--- src/rtl/ysyx_23060240_wbu_if.sv ---
// Bundle of the write-back stage's upstream handshake, LSU load return, register-file write
// and retire signals. The master drives instructions in; the slave is the write-back stage.
interface ysyx_23060240_wbu_if #(
    parameter int unsigned XLEN = 32
);
    logic            in_valid;
    logic            in_ready;
    logic [XLEN-1:0] in_pc;
    logic [4:0]      in_rd;
    logic            in_rd_wen;
    logic [1:0]      in_wb_sel;
    logic [XLEN-1:0] in_alu_res;
    logic [XLEN-1:0] in_csr_rdata;
    logic            mem_valid;
    logic [XLEN-1:0] mem_rd_data;
    logic            rf_wen;
    logic [4:0]      rf_waddr;
    logic [XLEN-1:0] rf_wdata;
    logic            retire_valid;
    logic [XLEN-1:0] retire_pc;
    logic            err_timeout;
    logic [63:0]     retire_cnt;

    modport master (
        output in_valid, in_pc, in_rd, in_rd_wen, in_wb_sel, in_alu_res, in_csr_rdata,
               mem_valid, mem_rd_data,
        input  in_ready, rf_wen, rf_waddr, rf_wdata, retire_valid, retire_pc, err_timeout,
               retire_cnt
    );

    modport slave (
        input  in_valid, in_pc, in_rd, in_rd_wen, in_wb_sel, in_alu_res, in_csr_rdata,
               mem_valid, mem_rd_data,
        output in_ready, rf_wen, rf_waddr, rf_wdata, retire_valid, retire_pc, err_timeout,
               retire_cnt
    );
endinterface

--- src/rtl/ysyx_23060240_wbu.sv ---
// NPC write-back stage: accepts one instruction, waits for load data if needed, commits one
// register-file write plus retire pulse. Define YSYX_23060240_WBU_RETIRE_CNT_EN for retire_cnt.
module ysyx_23060240_wbu #(
    parameter int unsigned XLEN    = 32,
    parameter int unsigned TIMEOUT = 255
) (
    input logic                 clk,
    input logic                 rst,
    ysyx_23060240_wbu_if.slave  bus
);
    localparam logic [1:0] StIdle    = 2'd0;
    localparam logic [1:0] StWaitMem = 2'd1;
    localparam logic [1:0] StCommit  = 2'd2;

    localparam logic [1:0]  SelMem   = 2'b01;
    localparam logic [1:0]  SelPc4   = 2'b10;
    localparam logic [1:0]  SelCsr   = 2'b11;
    localparam logic [15:0] WdogLast = 16'(TIMEOUT - 1);

    logic [1:0]      state_q, state_d;
    logic [15:0]     wdog_q, wdog_d;
    logic [XLEN-1:0] pc_q, pc_d;
    logic [4:0]      rd_q, rd_d;
    logic            rd_wen_q, rd_wen_d;
    logic            err_q, err_d;
    logic            rf_wen_q, rf_wen_d;
    logic            retire_valid_q, retire_valid_d;
    logic [4:0]      rf_waddr_q, rf_waddr_d;
    logic [XLEN-1:0] rf_wdata_q, rf_wdata_d;
    logic [XLEN-1:0] retire_pc_q, retire_pc_d;

    logic            in_ready;
    logic            accept;
    logic            commit_now;
    logic [XLEN-1:0] c_pc;
    logic [4:0]      c_rd;
    logic            c_wen;
    logic [XLEN-1:0] c_data;

    assign in_ready = (state_q != StWaitMem);
    assign accept   = bus.in_valid && in_ready;

    always_comb begin
        state_d    = state_q;
        wdog_d     = wdog_q;
        pc_d       = pc_q;
        rd_d       = rd_q;
        rd_wen_d   = rd_wen_q;
        err_d      = err_q;
        commit_now = 1'b0;
        c_pc       = '0;
        c_rd       = '0;
        c_wen      = 1'b0;
        c_data     = '0;
        case (state_q)
            StIdle, StCommit: begin
                state_d = StIdle;
                if (accept) begin
                    if (bus.in_wb_sel == SelMem) begin
                        state_d  = StWaitMem;
                        wdog_d   = '0;
                        pc_d     = bus.in_pc;
                        rd_d     = bus.in_rd;
                        rd_wen_d = bus.in_rd_wen;
                    end else begin
                        state_d    = StCommit;
                        commit_now = 1'b1;
                        c_pc       = bus.in_pc;
                        c_rd       = bus.in_rd;
                        c_wen      = bus.in_rd_wen;
                        case (bus.in_wb_sel)
                            SelPc4:  c_data = bus.in_pc + XLEN'(4);
                            SelCsr:  c_data = bus.in_csr_rdata;
                            default: c_data = bus.in_alu_res;
                        endcase
                    end
                end
            end
            StWaitMem: begin
                wdog_d = wdog_q + 16'd1;
                c_pc   = pc_q;
                c_rd   = rd_q;
                c_wen  = rd_wen_q;
                // Load data arriving on the timeout cycle still wins over the watchdog.
                if (bus.mem_valid) begin
                    state_d    = StCommit;
                    commit_now = 1'b1;
                    c_data     = bus.mem_rd_data;
                end else if (wdog_q == WdogLast) begin
                    state_d    = StCommit;
                    commit_now = 1'b1;
                    err_d      = 1'b1;
                end
            end
            default: state_d = StIdle;
        endcase
    end

    always_comb begin
        rf_wen_d       = commit_now && c_wen && (c_rd != 5'd0);
        retire_valid_d = commit_now;
        rf_waddr_d     = commit_now ? c_rd : rf_waddr_q;
        rf_wdata_d     = commit_now ? c_data : rf_wdata_q;
        retire_pc_d    = commit_now ? c_pc : retire_pc_q;
    end

    always_ff @(posedge clk or posedge rst) begin
        if (rst) begin
            state_q        <= StIdle;
            wdog_q         <= '0;
            pc_q           <= '0;
            rd_q           <= '0;
            rd_wen_q       <= 1'b0;
            err_q          <= 1'b0;
            rf_wen_q       <= 1'b0;
            retire_valid_q <= 1'b0;
            rf_waddr_q     <= '0;
            rf_wdata_q     <= '0;
            retire_pc_q    <= '0;
        end else begin
            state_q        <= state_d;
            wdog_q         <= wdog_d;
            pc_q           <= pc_d;
            rd_q           <= rd_d;
            rd_wen_q       <= rd_wen_d;
            err_q          <= err_d;
            rf_wen_q       <= rf_wen_d;
            retire_valid_q <= retire_valid_d;
            rf_waddr_q     <= rf_waddr_d;
            rf_wdata_q     <= rf_wdata_d;
            retire_pc_q    <= retire_pc_d;
        end
    end

`ifdef YSYX_23060240_WBU_RETIRE_CNT_EN
    logic [63:0] retire_cnt_q;

    always_ff @(posedge clk or posedge rst) begin
        if (rst) begin
            retire_cnt_q <= '0;
        end else if (retire_valid_q) begin
            retire_cnt_q <= retire_cnt_q + 64'd1;
        end
    end

    assign bus.retire_cnt = retire_cnt_q;
`else
    assign bus.retire_cnt = '0;
`endif

    assign bus.in_ready     = in_ready;
    assign bus.rf_wen       = rf_wen_q;
    assign bus.rf_waddr     = rf_waddr_q;
    assign bus.rf_wdata     = rf_wdata_q;
    assign bus.retire_valid = retire_valid_q;
    assign bus.retire_pc    = retire_pc_q;
    assign bus.err_timeout  = err_q;
endmodule

--- src/flat_wrapper.sv ---
// flat-port wrapper written by rule: the top's interface ports become plain ports
module ysyx_23060240_wbu_flat 
#(
    parameter int unsigned XLEN    = 32,
    parameter int unsigned TIMEOUT = 255
)
  (clk, rst, bus_in_valid, bus_in_pc, bus_in_rd, bus_in_rd_wen, bus_in_wb_sel, bus_in_alu_res, bus_in_csr_rdata, bus_mem_valid, bus_mem_rd_data, bus_in_ready, bus_rf_wen, bus_rf_waddr, bus_rf_wdata, bus_retire_valid, bus_retire_pc, bus_err_timeout, bus_retire_cnt);
  ysyx_23060240_wbu_if #(.XLEN(XLEN)) bus_i ();
  input logic clk;
  input logic rst;
  input wire logic [$bits(bus_i.in_valid)-1:0] bus_in_valid;
  input wire logic [$bits(bus_i.in_pc)-1:0] bus_in_pc;
  input wire logic [$bits(bus_i.in_rd)-1:0] bus_in_rd;
  input wire logic [$bits(bus_i.in_rd_wen)-1:0] bus_in_rd_wen;
  input wire logic [$bits(bus_i.in_wb_sel)-1:0] bus_in_wb_sel;
  input wire logic [$bits(bus_i.in_alu_res)-1:0] bus_in_alu_res;
  input wire logic [$bits(bus_i.in_csr_rdata)-1:0] bus_in_csr_rdata;
  input wire logic [$bits(bus_i.mem_valid)-1:0] bus_mem_valid;
  input wire logic [$bits(bus_i.mem_rd_data)-1:0] bus_mem_rd_data;
  output wire logic [$bits(bus_i.in_ready)-1:0] bus_in_ready;
  output wire logic [$bits(bus_i.rf_wen)-1:0] bus_rf_wen;
  output wire logic [$bits(bus_i.rf_waddr)-1:0] bus_rf_waddr;
  output wire logic [$bits(bus_i.rf_wdata)-1:0] bus_rf_wdata;
  output wire logic [$bits(bus_i.retire_valid)-1:0] bus_retire_valid;
  output wire logic [$bits(bus_i.retire_pc)-1:0] bus_retire_pc;
  output wire logic [$bits(bus_i.err_timeout)-1:0] bus_err_timeout;
  output wire logic [$bits(bus_i.retire_cnt)-1:0] bus_retire_cnt;
  assign bus_i.in_valid = bus_in_valid;
  assign bus_i.in_pc = bus_in_pc;
  assign bus_i.in_rd = bus_in_rd;
  assign bus_i.in_rd_wen = bus_in_rd_wen;
  assign bus_i.in_wb_sel = bus_in_wb_sel;
  assign bus_i.in_alu_res = bus_in_alu_res;
  assign bus_i.in_csr_rdata = bus_in_csr_rdata;
  assign bus_i.mem_valid = bus_mem_valid;
  assign bus_i.mem_rd_data = bus_mem_rd_data;
  assign bus_in_ready = bus_i.in_ready;
  assign bus_rf_wen = bus_i.rf_wen;
  assign bus_rf_waddr = bus_i.rf_waddr;
  assign bus_rf_wdata = bus_i.rf_wdata;
  assign bus_retire_valid = bus_i.retire_valid;
  assign bus_retire_pc = bus_i.retire_pc;
  assign bus_err_timeout = bus_i.err_timeout;
  assign bus_retire_cnt = bus_i.retire_cnt;
  ysyx_23060240_wbu #(.XLEN(XLEN), .TIMEOUT(TIMEOUT)) u_core (.clk(clk), .rst(rst), .bus(bus_i));
endmodule
--- config.mk ---
export PLATFORM = sky130hd
export DESIGN_NAME = ysyx_23060240_wbu_flat
export DESIGN_NICKNAME = d
export VERILOG_FILES = /design/src/rtl/ysyx_23060240_wbu_if.sv /design/src/rtl/ysyx_23060240_wbu.sv /design/src/flat_wrapper.sv
export SDC_FILE = /design/constraint.sdc
export NUM_CORES = 1
export LEC_CHECK = 0
export CORE_ASPECT_RATIO = 0.8
export CORE_MARGIN = 2
export CORE_UTILIZATION = 40
export CTS_CLUSTER_SIZE = 16
export DETAILED_ROUTE_END_ITERATION = 8
export PLACE_DENSITY = 0.81
export SLEW_MARGIN = 20
export SYNTH_ARGS = -nofsm -noshare
export SYNTH_HDL_FRONTEND = slang
export SYNTH_SLANG_ARGS = --single-unit
export TNS_END_PERCENT = 5
--- constraint.sdc ---
create_clock -name clk -period 5.2 [get_ports clk]
set_clock_uncertainty 0.2 [all_clocks]
set_input_delay 1.56 -clock clk [delete_from_list [all_inputs] [get_ports clk]]
set_output_delay 1.56 -clock clk [all_outputs]
set_load 0.005 [all_outputs]
# ---- After elaboration in Yosys (flattened, before gate mapping)
# Cells that the tools add are included.
# W data, S select, Z words.
dict set report word_totals {
  word_cells 61
  out_inout_bits 137
  reg_bits 128
  input_bits 140
}
dict set report op_classes {
  reduce_logical 10
  add_sub_neg 2
  n_eq_ne 10
  mux 27
  bitwise 1
}
# cell count
set ops {}
lappend ops {{$pmux W32 S2} 3}
lappend ops {{$mux W32} 5}
lappend ops {{$add A32 B3 Y32 const B} 1}
lappend ops {{$mux W16} 2}
lappend ops {{$pmux W16 S2} 1}
lappend ops {{$add A16 B1 Y16 const B} 1}
lappend ops {{$eq A16 B8 Y1 const B} 1}
lappend ops {{$mux W5} 2}
lappend ops {{$pmux W5 S2} 1}
lappend ops {{$reduce_and A3 Y1} 3}
lappend ops {{$mux W2} 4}
lappend ops {{$eq A2 B2 Y1 const B} 3}
lappend ops {{$mux W1} 6}
lappend ops {{$ne A2 B1 Y1 const B} 3}
lappend ops {{$reduce_bool A5 Y1} 1}
lappend ops {{$eq A2 B1 Y1 const B} 2}
lappend ops {{$pmux W1 S2} 2}
lappend ops {{$pmux W2 S2} 1}
lappend ops {{$logic_and A1 B1 Y1} 3}
lappend ops {{$ne A3 B2 Y1 const B} 1}
lappend ops {{$logic_not A2 Y1} 1}
lappend ops {{$reduce_bool A2 Y1} 1}
lappend ops {{$reduce_or A2 Y1} 1}
lappend ops {{$not A1 Y1} 1}

# ---- Logic depth before layout (Yosys ltp)
# Gate-level depths: netlist of the first run.
dict set report depth {
  ltp_word 6
  ltp_mapped 9
  depth_no_buf 7
}

# ---- Worst setup path after synthesis of the first run
# OpenSTA, ideal clock, no wires.
dict set report synth_timing {
  path_type {input -> register}
  startpoint {in bus_in_pc[21]}
  endpoint {reg u_core.rf_wdata_q[28], in the netlist u_core.bus.rf_wdata[28]}
  arrival_ns 3.090
  setup_ns 0.126
  slack_ns 1.784
  required_time_ns 4.874
  cell_stages 6
  path_buffers 1
  cell_sequence {clkbuf_1 > nand4_1 > nor4_1 > or4b_1 > xnor2_1 > a221o_1}
}
dict set report synth_between {
  elab_chain_cells 5
}
# item line
set synth_lines {}
lappend synth_lines {{start, declared} flat_wrapper.sv:12} ;# input wire logic [$bits(bus_i.in_pc)-1:0] bus_in_pc;
lappend synth_lines {{$add A32 B3 Y32} ysyx_23060240_wbu.sv:72} ;# SelPc4: c_data = bus.in_pc + XLEN'(4);
lappend synth_lines {{$pmux W32 S2} ysyx_23060240_wbu.sv:71} ;# case (bus.in_wb_sel)
lappend synth_lines {{$mux W32} ysyx_23060240_wbu.sv:59} ;# if (bus.in_wb_sel == SelMem) begin
lappend synth_lines {{$mux W32} ysyx_23060240_wbu.sv:58} ;# if (accept) begin
lappend synth_lines {{$pmux W32 S2} ysyx_23060240_wbu.sv:55} ;# case (state_q)
lappend synth_lines {{end signal, assigned} ysyx_23060240_wbu.sv:130} ;# rf_wdata_q <= rf_wdata_d;
lappend synth_lines {{end, declared} ysyx_23060240_wbu.sv:29} ;# logic [XLEN-1:0] rf_wdata_q, rf_wdata_d;
# Every way passes these cells.
# A chain may end at the register's enable or synchronous reset.

# ---- Worst setup path in the final report of the first run
dict set report layout_timing {
  startpoint {in bus_in_pc[6]}
  endpoint {reg u_core.rf_wdata_q[26], in the netlist u_core.bus.rf_wdata[26]}
}
# The elaborated chain is that of the path after synthesis.

==> results.py, run 1 <==
metrics = {
    "finish": {
        "flow.area_growth_from_synthesis_pct": 38.4,
        "layout-drive-gt1-share_pct": 5.88,
        "antenna-diode-count": 0,
        "finish.net_count": 1133,
    },
    "placed_design": {
        "gp_congestion": 0.829,
        "quantity_of_i_o_buffers_inserted_on_ports": 212,
        "detailed_placer_s_ending_hpwl_um": 15900,
    },
    "run_status": {
        "outcome": "finished, final reports clean",
    },
    "routing": {
        "drtPass1Iterations": 6,
        "initial_drc_count": 506,
        "via_total_after_detailed_routing": 6576,
        "wire_length_per_cell_after_detailed_routing_um": 18.5,
        "final_antenna_net_count": 0,
        "routed_wl_um": 22700,
        "post-route-drc-count": 0,
        "drt-vias-per-instance": 5.36,
    },
    "power_and_ir_drop": {
        "peakVddDrop_mv": 0.193,
        "p_leak_nw": 4.24,
        "power_density_nw_per_um2": 327,
        "finalPower_mw": 3.18,
    },
    "timing": {
        "grt_setup_unrepaired": "false",
        "finalCriticalPeriod_ns": 3.85,
        "min_period_over_period_pct": 74.1,
        "clock.fmax_mhz": 260,
        "max_slew_headroom_pct": 35.3,
        "finalSetupViolations": 0,
        "finalMaxSlewViolations": 0,
        "tns_ns": 0,
        "timing_hold_violations_final": 0,
        "worst_slew_pin_slew_ns": 0.968,
    },
    "setup_path": {
        "crit_path_start_kind": "input pin",
        "critPathKind": "input pin to register",
        "worst_path_required_time_ns": 5.30,
        "cp_max_fo": 10,
        "crit_path_end_kind": "register",
        "arrival_ns": 3.96,
    },
    "clocking": {
        "postCtsSetupBuffers": 0,
        "clk_slew_on_worst_s_h_paths_ns": 0.05,
        "clock_sinks": 128,
        "clk_path_buf_depth": 2,
        "clock_tree_from_tritoncts": "built",
        "clock_insertion_delay_worst_skew_ns": 0.43,
        "post_cts_hold_buffer_count": 0,
        "postCtsResizedCells": 0,
        "tritoncts_buffer_count": 17,
        "ctsHtreeMaxLevel": 4,
        "clk_root_buffer_cell": "clkbuf_16",
    },
    "logic_synthesis": {
        "share_of_synthesized_flip_flops_with_an_asynchronous_set_or_reset_pct": 100,
        "ys_ff_latch": 128,
        "yosys.cell_types.count": 52,
        "synth_top_cell_by_area": "dfrtp_1",
        "count_of_flip_flops_with_a_built_in_enable_after_synthesis": 0,
        "netlist.area_leader.share_pct": 45.6,
        "synth_top_cells_by_area": "dfrtp_1 46%, nand2_1 11%, buf_4 6.8%",
        "syn_inst": 797,
        "post_synth.cell_area_avg_um2": 8.82,
        "synth_sequential_area_ratio_pct": 45.6,
        "synth.yosys.warnings": 0,
        "synth_top_flop_cell": "dfrtp_1",
        "synthesis.area_um2": 7030,
    },
    "global_route": {
        "antenna_found_initial": 0,
        "via_count_of_the_first_global_routing_pass": 6382,
        "grt.overflow.total": 0,
        "grt_pass1_wl_um": 35300,
        "gr-usage-all-layers_pct": 24.4,
        "largest_net_degree_at_the_start_of_global_routing": 85,
    },
    "die": {
        "die-area_um2": 18700,
        "floorplan.io_pins": 277,
        "die_y_um": 123,
        "start_util_pct": 40.7,
        "rows": 43,
        "core_area_um2": 17300,
        "fp.dieW_um": 152,
    },
    "run": {
        "cap_violations": 0,
    },
    "hold_path": {
        "worst_hold_path_type": "register to register",
    },
}
worst max-delay path, cell delays in order:
cell and delay, ns:
clkdlybuf4s50_1 0.77, nand4_1 0.35, or4_1 0.66, nor3_1 0.20
xor2_1 0.10, a221o_1 0.32
sequential cells by signal, indices dropped and copies added, names as in the netlist:
| signal | cells |
|---|---|
| u_core.bus.retire_pc | 32 |
| u_core.bus.rf_wdata | 32 |
| u_core.pc_q | 32 |
| u_core.wdog_q | 16 |
| u_core.bus.rf_waddr | 5 |
| u_core.rd_q | 5 |
| u_core.state_q | 2 |
| u_core.bus.err_timeout | 1 |
| u_core.bus.retire_valid | 1 |
| u_core.bus.rf_wen | 1 |
| u_core.rd_wen_q | 1 |
cell families (layout without fill, tap and decap cells):
logic type | after synthesis | after routing | share of synthesized area, %
AND/OR/NAND/NOR | 299 | 299 | 18.6
adder cells (fa/ha/maj) | 3 | 3 | 0.534
flip-flops | 128 | 128 | 45.6
other | 1 | 64 | 0.0533
XOR/XNOR | 25 | 25 | 3.11
AO/OA/AOI/OAI | 203 | 203 | 19.9
multiplexers | 10 | 10 | 1.42
buffers and inverters | 128 | 271 | 10.8
per-layer routing:
| layer | track usage, % | share of wire [%] | up-vias |
|---|---|---|---|
| met5 | 0 | 0 | - |
| met4 | 8.41 | 1.8 | 0 |
| met3 | 5.69 | 7.5 | 33 |
| met2 | 37.9 | 45 | 297 |
| met1 | 33.7 | 45 | 3174 |
| li1 | - | - | 3072 |
stage by stage:
stage               worst slack [ns]  hold slack, ns  util (%)  instances  instance area, um2
floorplan                     0.0274           0.246         -        860                7270
global placement               0.989           0.252      52.9       1196                9130
detailed placement             0.953           0.255      52.9       1196                9130
CTS                             1.38           0.267      56.3       1228                9730
global route                    1.17           0.286      56.3       1228                9730
finish                          1.35           0.266      56.3       1228                9730
power by group:
part | internal [mW] | switching [mW]
clock network | 0.775 | 0.440
registers | 1.16 | 0.104
logic | 0.384 | 0.320
total | 2.32 | 0.864
cells in the mapped netlist (all sizes together) (2+ instances only):
library cell / count
and3: 10
clkbuf: 39
dfrtp: 128
a22oi: 60
nand4: 12
or4: 2
xnor2: 12
a22o: 6
nor3: 7
a221o: 22
o31ai: 7
nand2b: 3
xor2: 13
nor4: 6
nor2b: 3
mux2i: 10
buf: 78
o21ai: 77
nand3: 16
inv: 11
a21oi: 11
and4: 3
a222oi: 4
and2: 3
or3: 2
nor2: 27
a31oi: 4
ha: 3
o41ai: 4
a21o: 2
a2bb2oi: 2
nand2: 199
cell type report:
class	instances	area, um2
clock buffer	22	464
clock inverter	10	135
fill	1519	7540
inverter	11	46.3
multi-input combinational	604	3340
sequential	128	3200
tap	225	282
timing repair buffer	228	2250
worst paths after layout:
| path | slack [ns] | startpoint | end | depth (start not counted) |
|---|---|---|---|---|
| min in group asynchronous | 1.46 | rst | u_core.bus.retire_valid | 2 |
| worst max-delay path | 1.35 | bus_in_pc[6] | u_core.bus.rf_wdata[26] | 6 |
| max in group asynchronous | 2.55 | rst | u_core.pc_q[25] | 3 |
| worst min-delay path | 0.27 | u_core.bus.err_timeout | u_core.bus.err_timeout | 1 |
| worst min register to register | 0.27 | u_core.bus.err_timeout | u_core.bus.err_timeout | 1 |
| worst max register to register | 2.53 | u_core.wdog_q[12] | u_core.bus.rf_wdata[11] | 5 |
layout by cell type (no fill, tap or decap), types with 6 or more instances in the layout:
master / n
and3_1: 10
clkdlybuf4s50_1: 212
a21oi_1: 10
a221o_1: 22
o21ai_0: 76
o31ai_1: 7
nor4_1: 6
buf_4: 15
nand3_1: 16
nand4_1: 11
nor2_1: 22
xnor2_1: 12
dfrtp_1: 128
inv_1: 10
a22o_1: 6
mux2i_1: 10
a22oi_1: 60
xor2_1: 13
clkbuf_16: 17
nand2_1: 198
nor3_1: 7
conb_1: 64
No activity file was read; power rests on OpenSTA's default activity.
==> inputs of run 2 (changes only) <==
--- a/config.mk
+++ b/config.mk
@@ -7,10 +7,10 @@
 export LEC_CHECK = 0
 export CORE_ASPECT_RATIO = 0.8
 export CORE_MARGIN = 2
-export CORE_UTILIZATION = 40
+export CORE_UTILIZATION = 44
 export CTS_CLUSTER_SIZE = 16
 export DETAILED_ROUTE_END_ITERATION = 8
-export PLACE_DENSITY = 0.81
+export PLACE_DENSITY = 0.85
 export SLEW_MARGIN = 20
 export SYNTH_ARGS = -nofsm -noshare
 export SYNTH_HDL_FRONTEND = slang
==> constraint.sdc (replaced) <==
create_clock -name clk -period 3.95 [get_ports clk]
set_clock_uncertainty 0.2 [all_clocks]
set_input_delay 1.185 -clock clk [delete_from_list [all_inputs] [get_ports clk]]
set_output_delay 1.185 -clock clk [all_outputs]
set_load 0.005 [all_outputs]
==> run 2 against run 1 <==
Against the previous run:
- clock power is 24% higher
- final cell count is 0.16% lower
- largest power group unchanged
- sequential power up 31%
- global-route usage grew 2.3 points
- die area shrank 8.8%
- highest routed layer unchanged
- first-iteration DRC count is 21% higher
- largest cell class unchanged
- via count increased by 0.33%
- sequential share of layout area fell by 0.27 points
- worst hold slack is essentially flat
==> results.py, run 2 (synthesis gave the netlist of run 1 again) <==
metrics = {
    "routing": {
        "post-route-drc-count": 0,
        "via_total_after_detailed_routing": 6598,
        "final_antenna_net_count": 0,
        "initial_drc_count": 611,
        "wire_length_per_cell_after_detailed_routing_um": 18.4,
        "drtPass1Iterations": 6,
        "routed_wl_um": 22500,
        "drt-vias-per-instance": 5.38,
    },
    "setup_path": {
        "crit_end": "u_core.bus.rf_wdata[26]",
        "cp_max_fo": 5,
        "cpMaxStageDelayCell": "or4_1",
        "timing.rr.start": "u_core.wdog_q[12]",
        "critPathKind": "input pin to register",
        "timing.critical_path.slowest_cell_delay_ns": 0.64,
        "worst_r2r_endpoint": "u_core.bus.rf_wdata[10]",
        "worst-r2r-cell-count": 6,
        "crit_path_end_kind": "register",
        "crit_path_start_kind": "input pin",
        "reg2reg_setup_slack_ns": 1.44,
        "worst-path-stages": 7,
        "worst_path_required_time_ns": 4.05,
        "crit_buf_inv": 1,
        "crit_chain": "clkdlybuf4s50_1 -> ha_1 -> nand4_1 -> or4_1 -> nor3_1 -> xor2_1 -> a221o_1",
        "arrival_ns": 3.55,
        "setup.worst_path.start": "bus_in_pc[2]",
        "crit_family": "simple AND/OR/NAND/NOR gates",
    },
    "global_route": {
        "grt.overflow.total": 0,
        "gr-usage-all-layers_pct": 26.7,
        "via_count_of_the_first_global_routing_pass": 6267,
        "largest_net_degree_at_the_start_of_global_routing": 62,
        "grt_pass1_wl_um": 34900,
        "antenna_found_initial": 0,
    },
    "finish": {
        "flow.area_growth_from_synthesis_pct": 39.5,
        "finish.instance_area_um2": 9810,
        "antenna-diode-count": 0,
        "layout-drive-gt1-share_pct": 6.73,
        "mostFrequentLayoutCell": "clkdlybuf4s50_1",
        "finish.net_count": 1143,
        "final-instance-count-excl-fill": 1226,
        "layout_common_cells": "212 x clkdlybuf4s50_1, 198 x nand2_1, 128 x dfrtp_1, 76 x o21ai_0, 64 x conb_1",
    },
    "die": {
        "start_util_pct": 44.8,
        "rows": 41,
        "die-area_um2": 17000,
        "core_area_um2": 15700,
        "floorplan.io_pins": 277,
        "fp.dieW_um": 145,
        "die_y_um": 117,
    },
    "clocking": {
        "postCtsSetupBuffers": 0,
        "post_cts_hold_buffer_count": 0,
        "clk_path_buf_depth": 2,
        "postCtsResizedCells": 0,
        "clock_tree_from_tritoncts": "built",
        "clk_slew_on_worst_s_h_paths_ns": 0.05,
        "tritoncts_buffer_count": 17,
        "clock_sinks": 128,
        "ctsHtreeMaxLevel": 4,
        "clk_root_buffer_cell": "clkbuf_16",
        "clock_insertion_delay_worst_skew_ns": 0.43,
    },
    "power_and_ir_drop": {
        "power_density_nw_per_um2": 419,
        "p_leak_nw": 4.30,
        "peakVddDrop_mv": 0.345,
    },
    "run": {
        "cap_violations": 0,
    },
    "timing": {
        "hold_slack_final_ns": 0.266,
        "timing_hold_violations_final": 0,
        "grt_setup_unrepaired": "false",
        "worst_slew_pin_slew_ns": 0.933,
        "finalCriticalPeriod_ns": 3.45,
        "finalSetupViolations": 0,
        "finalMaxSlewViolations": 0,
        "clock.fmax_mhz": 290,
        "min_period_over_period_pct": 87.2,
        "max_slew_headroom_pct": 37.7,
        "tns_ns": 0,
    },
    "placed_design": {
        "dpl_cell_area_um2": 9240,
        "gp_congestion": 0.853,
        "detailed_placer_s_ending_hpwl_um": 16300,
        "quantity_of_i_o_buffers_inserted_on_ports": 212,
        "post-place-cells": 1196,
    },
    "hold_path": {
        "number_of_cells_on_the_worst_hold_path": 2,
        "worst_hold_path_type": "register to register",
    },
    "run_status": {
        "outcome": "finished, final reports clean",
    },
}
run 2: worst min path at each step:
stage	slack, ns	to	from
after global placement	0.25	u_core.bus.rf_wdata[2]	u_core.bus.rf_wdata[2]
after detailed placement	0.25	u_core.bus.rf_wdata[2]	u_core.bus.rf_wdata[2]
after global routing	0.29	u_core.bus.rf_waddr[1]	u_core.bus.rf_waddr[1]
after floorplan	0.25	u_core.pc_q[0]	u_core.pc_q[0]
after CTS	0.27	u_core.bus.rf_wdata[2]	u_core.bus.rf_wdata[2]
final	0.27	u_core.bus.rf_wdata[2]	u_core.bus.rf_wdata[2]
run 2: power breakdown:
group	switching (mW)	total (mW)	internal, mW
combinational	0.431	0.951	0.520
sequential	0.132	1.65	1.52
clock	0.553	1.51	0.954
total	1.12	4.11	3.00
run 2: per-stage QoR:
step                setup WS [ns]  util [%]  power [mW]
floorplan                   0.909         -        2.08
global placement            0.150      58.9        2.59
detailed placement          0.122      58.9        2.62
CTS                         0.540      62.5        4.13
global route                0.398      62.5        4.31
finish                      0.505      62.5        4.11
run 2: layout make-up:
type	instances	area, um2
Clock buffer	25	515
Inverter	11	45.0
Fill cell	1346	5890
Clock inverter	5	52.6
Multi-Input combinational cell	604	3340
Tap cell	215	269
Sequential cell	128	3200
Timing Repair Buffer	238	2380
run 2: worst min-delay path, cell delays in order, from the launching register on:
cell	delay (ns)
dfrtp_1	0.34
nand2_1	0.05
nand2_1	0.05
run 2: routing by layer:
layer | vias up | wire length (um) | track usage, %
li1 | 3092 | - | -
met1 | 3176 | 9850 | 36.3
met2 | 297 | 10400 | 42.1
met3 | 33 | 1850 | 7.02
met4 | 0 | 419 | 8.89
met5 | - | 0 | 0
==> RTL edit 1, RTL diff (flow settings as in run 1) <==
`XLEN` is set to 32 in 3 places; all go to 48.
--- a/src/rtl/ysyx_23060240_wbu_if.sv
+++ b/src/rtl/ysyx_23060240_wbu_if.sv
@@ -1,7 +1,7 @@
 // Bundle of the write-back stage's upstream handshake, LSU load return, register-file write
 // and retire signals. The master drives instructions in; the slave is the write-back stage.
 interface ysyx_23060240_wbu_if #(
-    parameter int unsigned XLEN = 32
+    parameter int unsigned XLEN = 48
 );
     logic            in_valid;
     logic            in_ready;
--- a/src/rtl/ysyx_23060240_wbu.sv
+++ b/src/rtl/ysyx_23060240_wbu.sv
@@ -1,7 +1,7 @@
 // NPC write-back stage: accepts one instruction, waits for load data if needed, commits one
 // register-file write plus retire pulse. Define YSYX_23060240_WBU_RETIRE_CNT_EN for retire_cnt.
 module ysyx_23060240_wbu #(
-    parameter int unsigned XLEN    = 32,
+    parameter int unsigned XLEN    = 48,
     parameter int unsigned TIMEOUT = 255
 ) (
     input logic                 clk,
--- a/src/flat_wrapper.sv
+++ b/src/flat_wrapper.sv
@@ -1,7 +1,7 @@
 // flat-port wrapper written by rule: the top's interface ports become plain ports
 module ysyx_23060240_wbu_flat 
 #(
-    parameter int unsigned XLEN    = 32,
+    parameter int unsigned XLEN    = 48,
     parameter int unsigned TIMEOUT = 255
 )
   (clk, rst, bus_in_valid, bus_in_pc, bus_in_rd, bus_in_rd_wen, bus_in_wb_sel, bus_in_alu_res, bus_in_csr_rdata, bus_mem_valid, bus_mem_rd_data, bus_in_ready, bus_rf_wen, bus_rf_waddr, bus_rf_wdata, bus_retire_valid, bus_retire_pc, bus_err_timeout, bus_retire_cnt);
Ports: changed (6 resized); port bits go from 277 to 373. No check against the original RTL was run, so the function may have changed too.
==> RTL edit 1 against run 1 <==
- synthesized cell count rose by 38%
- count of clock-buffer cells in the layout fell by 4
- first-iteration DRC count rose by 100%
- setup slack got worse by 0.16 ns
- synthesized area rose by 35%
- cell area rose by 36%
- sequential power rose by 40%
- critical endpoint is now bus_in_ready
- sequential cell count rose by 48
- power rose by 32%
- wire length rose by 56%
==> RTL edit 1: results (changes against run 1) <==
Worst setup path
  – Slowest stage delay, CP: 0.59 ns (-0.18 ns)
  – Worst Setup EP: bus_in_ready
  – Worst reg2reg path endpoint: u_core.bus.rf_wen
  – R2r setup slk: 2.04 ns (-0.49 ns)
  – Worst EP arrival: 2.25 ns (-1.71 ns)
  – Max FO, Critical Path: 15 (+5)
  – Top delay family on crit path: buffers and inverters
  – Worst Setup SP: u_core.state_q[0]
  – Worst reg2reg path depth: 8 (+3)

Power and ir drop
  – VDD IR-drop max: 0.188 mV (-2.9%)
  – Seq pwr: 1.77 mW (+40%)
  – Sw Ratio: 30.0% (+2.9 points)
  – P_leak: 5.81 nW (+37%)
  – Power share of the clock group: 31.5% (-6.7 points)
  – Pint: 2.93 mW (+26%)

Synth
  – Synth unique cells: 59 (+13%)
  – Multiplexer share of the synthesized area: 1.16% (-0.26 points)
  – Top post-synthesis cells by area: dfrtp_1 46%, nand2_1 12%, buf_4 5.2%, a22oi_1 4.1%, o21ai_0 3.2%
  – Post-synthesis sequential area ratio: 46.4% (+0.86 points)
  – Adder-cell share of the synthesized area: 0.396% (-0.14 points)
  – Post-synthesis xor/xnor area fraction: 3.88% (+0.76 points)
  – Compound-gate portion of the synthesized area: 18.3% (-1.7 points)
  – Mapped Cells: 1102 (+38%)
  – Warnings, synthesis: 0 (unchanged)
  – Top post-synthesis cells by count: 313 x nand2_1, 176 x dfrtp_1, 66 x buf_4

Place
  – DP Worst Slack: 0.924 ns (-0.0289 ns)
  – Gp weighted congestion: 0.885 (+6.8%)
  – I/O Buffers: 308 (+45%)
  – Detailed placement HPWL: 25400 um (+59%)
  – Placed Cells: 1673 (+40%)
  – Placement Cell Area: 12700 um2 (+39%)

Detailed routing
  – Starting DRC count in detailed routing: 1034 (+100%)
  – Routed wire length: 35400 um (+56%)
  – Vias after detailed routing: 9397 (+43%)

Global routing
  – Initial antenna violation count: 2 (+2)
  – Largest net degree at the start of global routing: 75 (-12%)
  – Vias in the first global route: 9128 (+43%)
  – First-pass GRT wire length: 53500 um (+52%)

Final layout
  – Nets: 1587 (+40%)
  – Fraction of layout cells with a size suffix above 1: 5.60% (-0.28 points)
  – Non-Filler Instances: 1706 (+39%)
  – Fill count: 2060 (+36%)
  – Multi-input logic area: 4510 um2 (+35%)

Timing
  – Highest clock rate: 249 MHz (-4.0%)
  – WHS: 0.264 ns (-0.00288 ns)
  – Worst Max-Slew Pin Slew: 0.873 ns (-0.0951 ns)

CTS
  – CTS root buffer: clkbuf_16
  – CTS clk-pin slew, worst paths: 0.07 ns (+0.02 ns)

Status
  – Status: completed
RTL edit 1: cell count changes in the layout (fill, tap and decap cells not counted), moves of 18 or more:
cell	run 1	this run
a21oi_1	10	43
clkdlybuf4s50_1	212	308
dfrtp_1	128	176
nand2_1	198	312
a222oi_1	4	22
RTL edit 1: layer usage:
| layer | wire [um] | track usage, % | up-vias |
|---|---|---|---|
| met4 | 465 | 6.70 | 0 |
| li1 | - | - | 4269 |
| met2 | 17100 | 46.7 | 507 |
| met5 | 0 | 0 | - |
| met3 | 3590 | 7.77 | 29 |
| met1 | 14300 | 36.9 | 4592 |
RTL edit 1: cell type report:
cell class	instances	share of cell area (%)
Timing Repair Buffer	334	24.9
Multi-Input combinational cell	835	34.0
Clock buffer	18	3.24
Tap cell	312	2.94
Clock inverter	14	1.17
Sequential cell	176	33.2
Inverter	16	0.481
Antenna cell	1	0.0189
==> RTL edit 2, RTL diff (config.mk and constraints of run 1) <==
Without the edit above. `pc_q` no longer has a reset.
--- a/src/rtl/ysyx_23060240_wbu.sv
+++ b/src/rtl/ysyx_23060240_wbu.sv
@@ -108,7 +108,6 @@
         if (rst) begin
             state_q        <= StIdle;
             wdog_q         <= '0;
-            pc_q           <= '0;
             rd_q           <= '0;
             rd_wen_q       <= 1'b0;
             err_q          <= 1'b0;
@@ -120,7 +119,6 @@
         end else begin
             state_q        <= state_d;
             wdog_q         <= wdog_d;
-            pc_q           <= pc_d;
             rd_q           <= rd_d;
             rd_wen_q       <= rd_wen_d;
             err_q          <= err_d;
@@ -130,6 +128,10 @@
             rf_wdata_q     <= rf_wdata_d;
             retire_pc_q    <= retire_pc_d;
         end
+    end
+
+    always_ff @(posedge clk) begin
+        pc_q <= pc_d;
     end
 
 `ifdef YSYX_23060240_WBU_RETIRE_CNT_EN
Check against the original RTL: same outputs for any inputs over 4 cycles, from zero or initial values and one cycle with rst high; that may be too few to reach the edited logic, so the function may still have changed.
==> RTL edit 2 against run 1 <==
- die area is 3.7% lower
- largest power group is now the clock network
- via count is 7.9% lower
- synthesized area shrank 3.8%
- power is 1.8% higher
- cell area decreased by 2.4%
- sequential cell count unchanged
- register-to-register slack got worse by 0.12 ns
- largest cell class is now sequential cells
- setup slack worse by 0.36 ns
- wire length shrank 1.5%
==> RTL edit 2: results (changes against run 1) <==
Timing
  – Final max-slew violation count: 0 (unchanged)
  – Highest clock rate: 237 MHz (-8.5%)
  – Rel. slew slack: 27.5% (-7.8 points)

Detailed routing
  – Routed wire length: 22300 um (-1.5%)
  – Top routing layer in use: met4
  – Met1 wire length: 9640 um (-6.2%)
  – WL/cell: 20.1 um (+9.1%)
  – First-pass iteration count of the detailed router: 8 (+2)
  – Starting DRC count in detailed routing: 588 (+16%)
  – Met3 routed WL: 1750 um (+2.9%)
  – Met2 WL: 10600 um (+2.6%)
  – Avg Vias per Cell: 5.46 (+2.0%)

Global routing
  – First-pass GRT wire length: 34400 um (-2.6%)
  – Largest net degree at the start of global routing: 77 (-9.4%)
  – GR Util All Layers: 25.4% (+1.1 points)
  – Initial antenna violation count: 0 (unchanged)
  – Vias in the first global route: 5940 (-6.9%)

CTS
  – CTS Buf Count: 17 (unchanged)
  – Postcts setup bufs: 0 (unchanged)
  – Clk_lat worst skew: 0.42 ns
  – Post-CTS Resized: 0 (unchanged)
  – CTS root buffer: clkbuf_16
  – Max Buffers Root-to-Sink: 2 (unchanged)
  – CTS clk-pin slew, worst paths: 0.06 ns
  – H-tree depth: 4 (unchanged)

Synth
  – Top post-synthesis cells by area: dfrtp_1 36%, edfxtp_1 14%, buf_4 7.1%, nor2_1 4.6%, a221oi_1 4.3%
  – EDFF count, synth: 32 (+32)
  – Mapped Cells: 676 (-15%)
  – Post-synthesis sequential area ratio: 49.7% (+4.2 points)
  – Warnings, synthesis: 0 (unchanged)
  – Compound-gate portion of the synthesized area: 18.3% (-1.6 points)
  – Post-synthesis xor/xnor area fraction: 3.24% (+0.12 points)
  – Top post-synthesis cells by count: 96 x dfrtp_1, 83 x nor2_1, 64 x buf_4
  – Async set-reset flop share out of synthesis: 75.0% (-25 points)
  – Synth unique cells: 50 (-3.8%)
  – Multiplexer share of the synthesized area: 1.79% (+0.37 points)
  – Adder-cell share of the synthesized area: 0.555% (+0.021 points)

Final layout
  – Fraction of layout cells with a size suffix above 1: 6.41% (+0.53 points)
  – Nets: 1019 (-10%)
  – N_diodes: 0 (unchanged)

Worst setup path
  – R2r setup slk: 2.41 ns (-0.12 ns)
  – Max FO, Critical Path: 33 (+23)
  – Worst EP arrival: 4.31 ns (+0.35 ns)

Status
  – Status: completed

Place
  – Gp weighted congestion: 0.860 (+3.7%)
  – DP Worst Slack: 0.666 ns (-0.287 ns)
  – Placement Cell Area: 8860 um2 (-2.9%)
  – Placed Cells: 1077 (-9.9%)
  – Detailed placement HPWL: 16000 um (about the same)
  – I/O Buffers: 212 (unchanged)

Power and ir drop
  – P_leak: 3.87 nW (-8.6%)
  – Net Sw Power: 0.841 mW (-2.7%)
  – VDD IR-drop max: 0.164 mV (-15%)

Min path
  – Hold WC Path Type: flip-flop to flip-flop
## RTL edit 2: power by group through the flow
stage	registers [mW]	clock network [mW]	logic, mW
2_1_floorplan	1.26	0	0.300
3_3_place_gp	1.26	0	0.698
3_5_place_dp	1.26	0	0.711
4_1_cts	1.25	1.29	0.715
5_1_grt	1.27	1.34	0.778
6_report	1.25	1.27	0.713
## RTL edit 2: worst max-delay path: stages
cell,delay (ns)
clkdlybuf4s50_1,0.82
nand2b_1,0.33
a21oi_1,0.14
o21a_2,0.15
clkinv_1,0.82
nor2_1,0.38
nor2_1,0.09
## RTL edit 2: through the flow
stage                     hold WS (ns)  util [%]
final                            0.271      57.4
after global routing             0.289      57.4
after CTS                        0.275      57.4
after detailed placement         0.260      53.5
after global placement           0.242      53.5
after floorplan                  0.236         -
## RTL edit 2: area by class of cell
type,count,area [um2]
inverters,12,47.5
fillers,1459,7060
repair buffers,227,2230
clock buffers,21,470
clock inverters,11,160
flip-flops and latches,128,3360
well taps,220,275
multi-input cells,490,2940
## RTL edit 2: path summary, 6_finish.rpt
| check | from | depth (start not counted) | endpoint |
|---|---|---|---|
| worst min-delay path | u_core.bus.err_timeout | 1 | u_core.bus.err_timeout |
| min in group asynchronous | rst | 2 | u_core.bus.rf_waddr[3] |
| worst max-delay path | bus_in_wb_sel[1] | 7 | u_core.bus.retire_pc[29] |
| max in group asynchronous | rst | 3 | u_core.bus.rf_wdata[16] |
| worst max register to register | u_core.state_q[0] | 7 | u_core.bus.retire_pc[29] |
| worst min register to register | u_core.bus.err_timeout | 1 | u_core.bus.err_timeout |
## RTL edit 2: metal layers
layer / vias up / GRT usage, %
li1: 2783 / -
met1: 2974 / 35.0
met2: 274 / 39.9
met3: 24 / 6.26
met4: 0 / 7.20
met5: - / 0
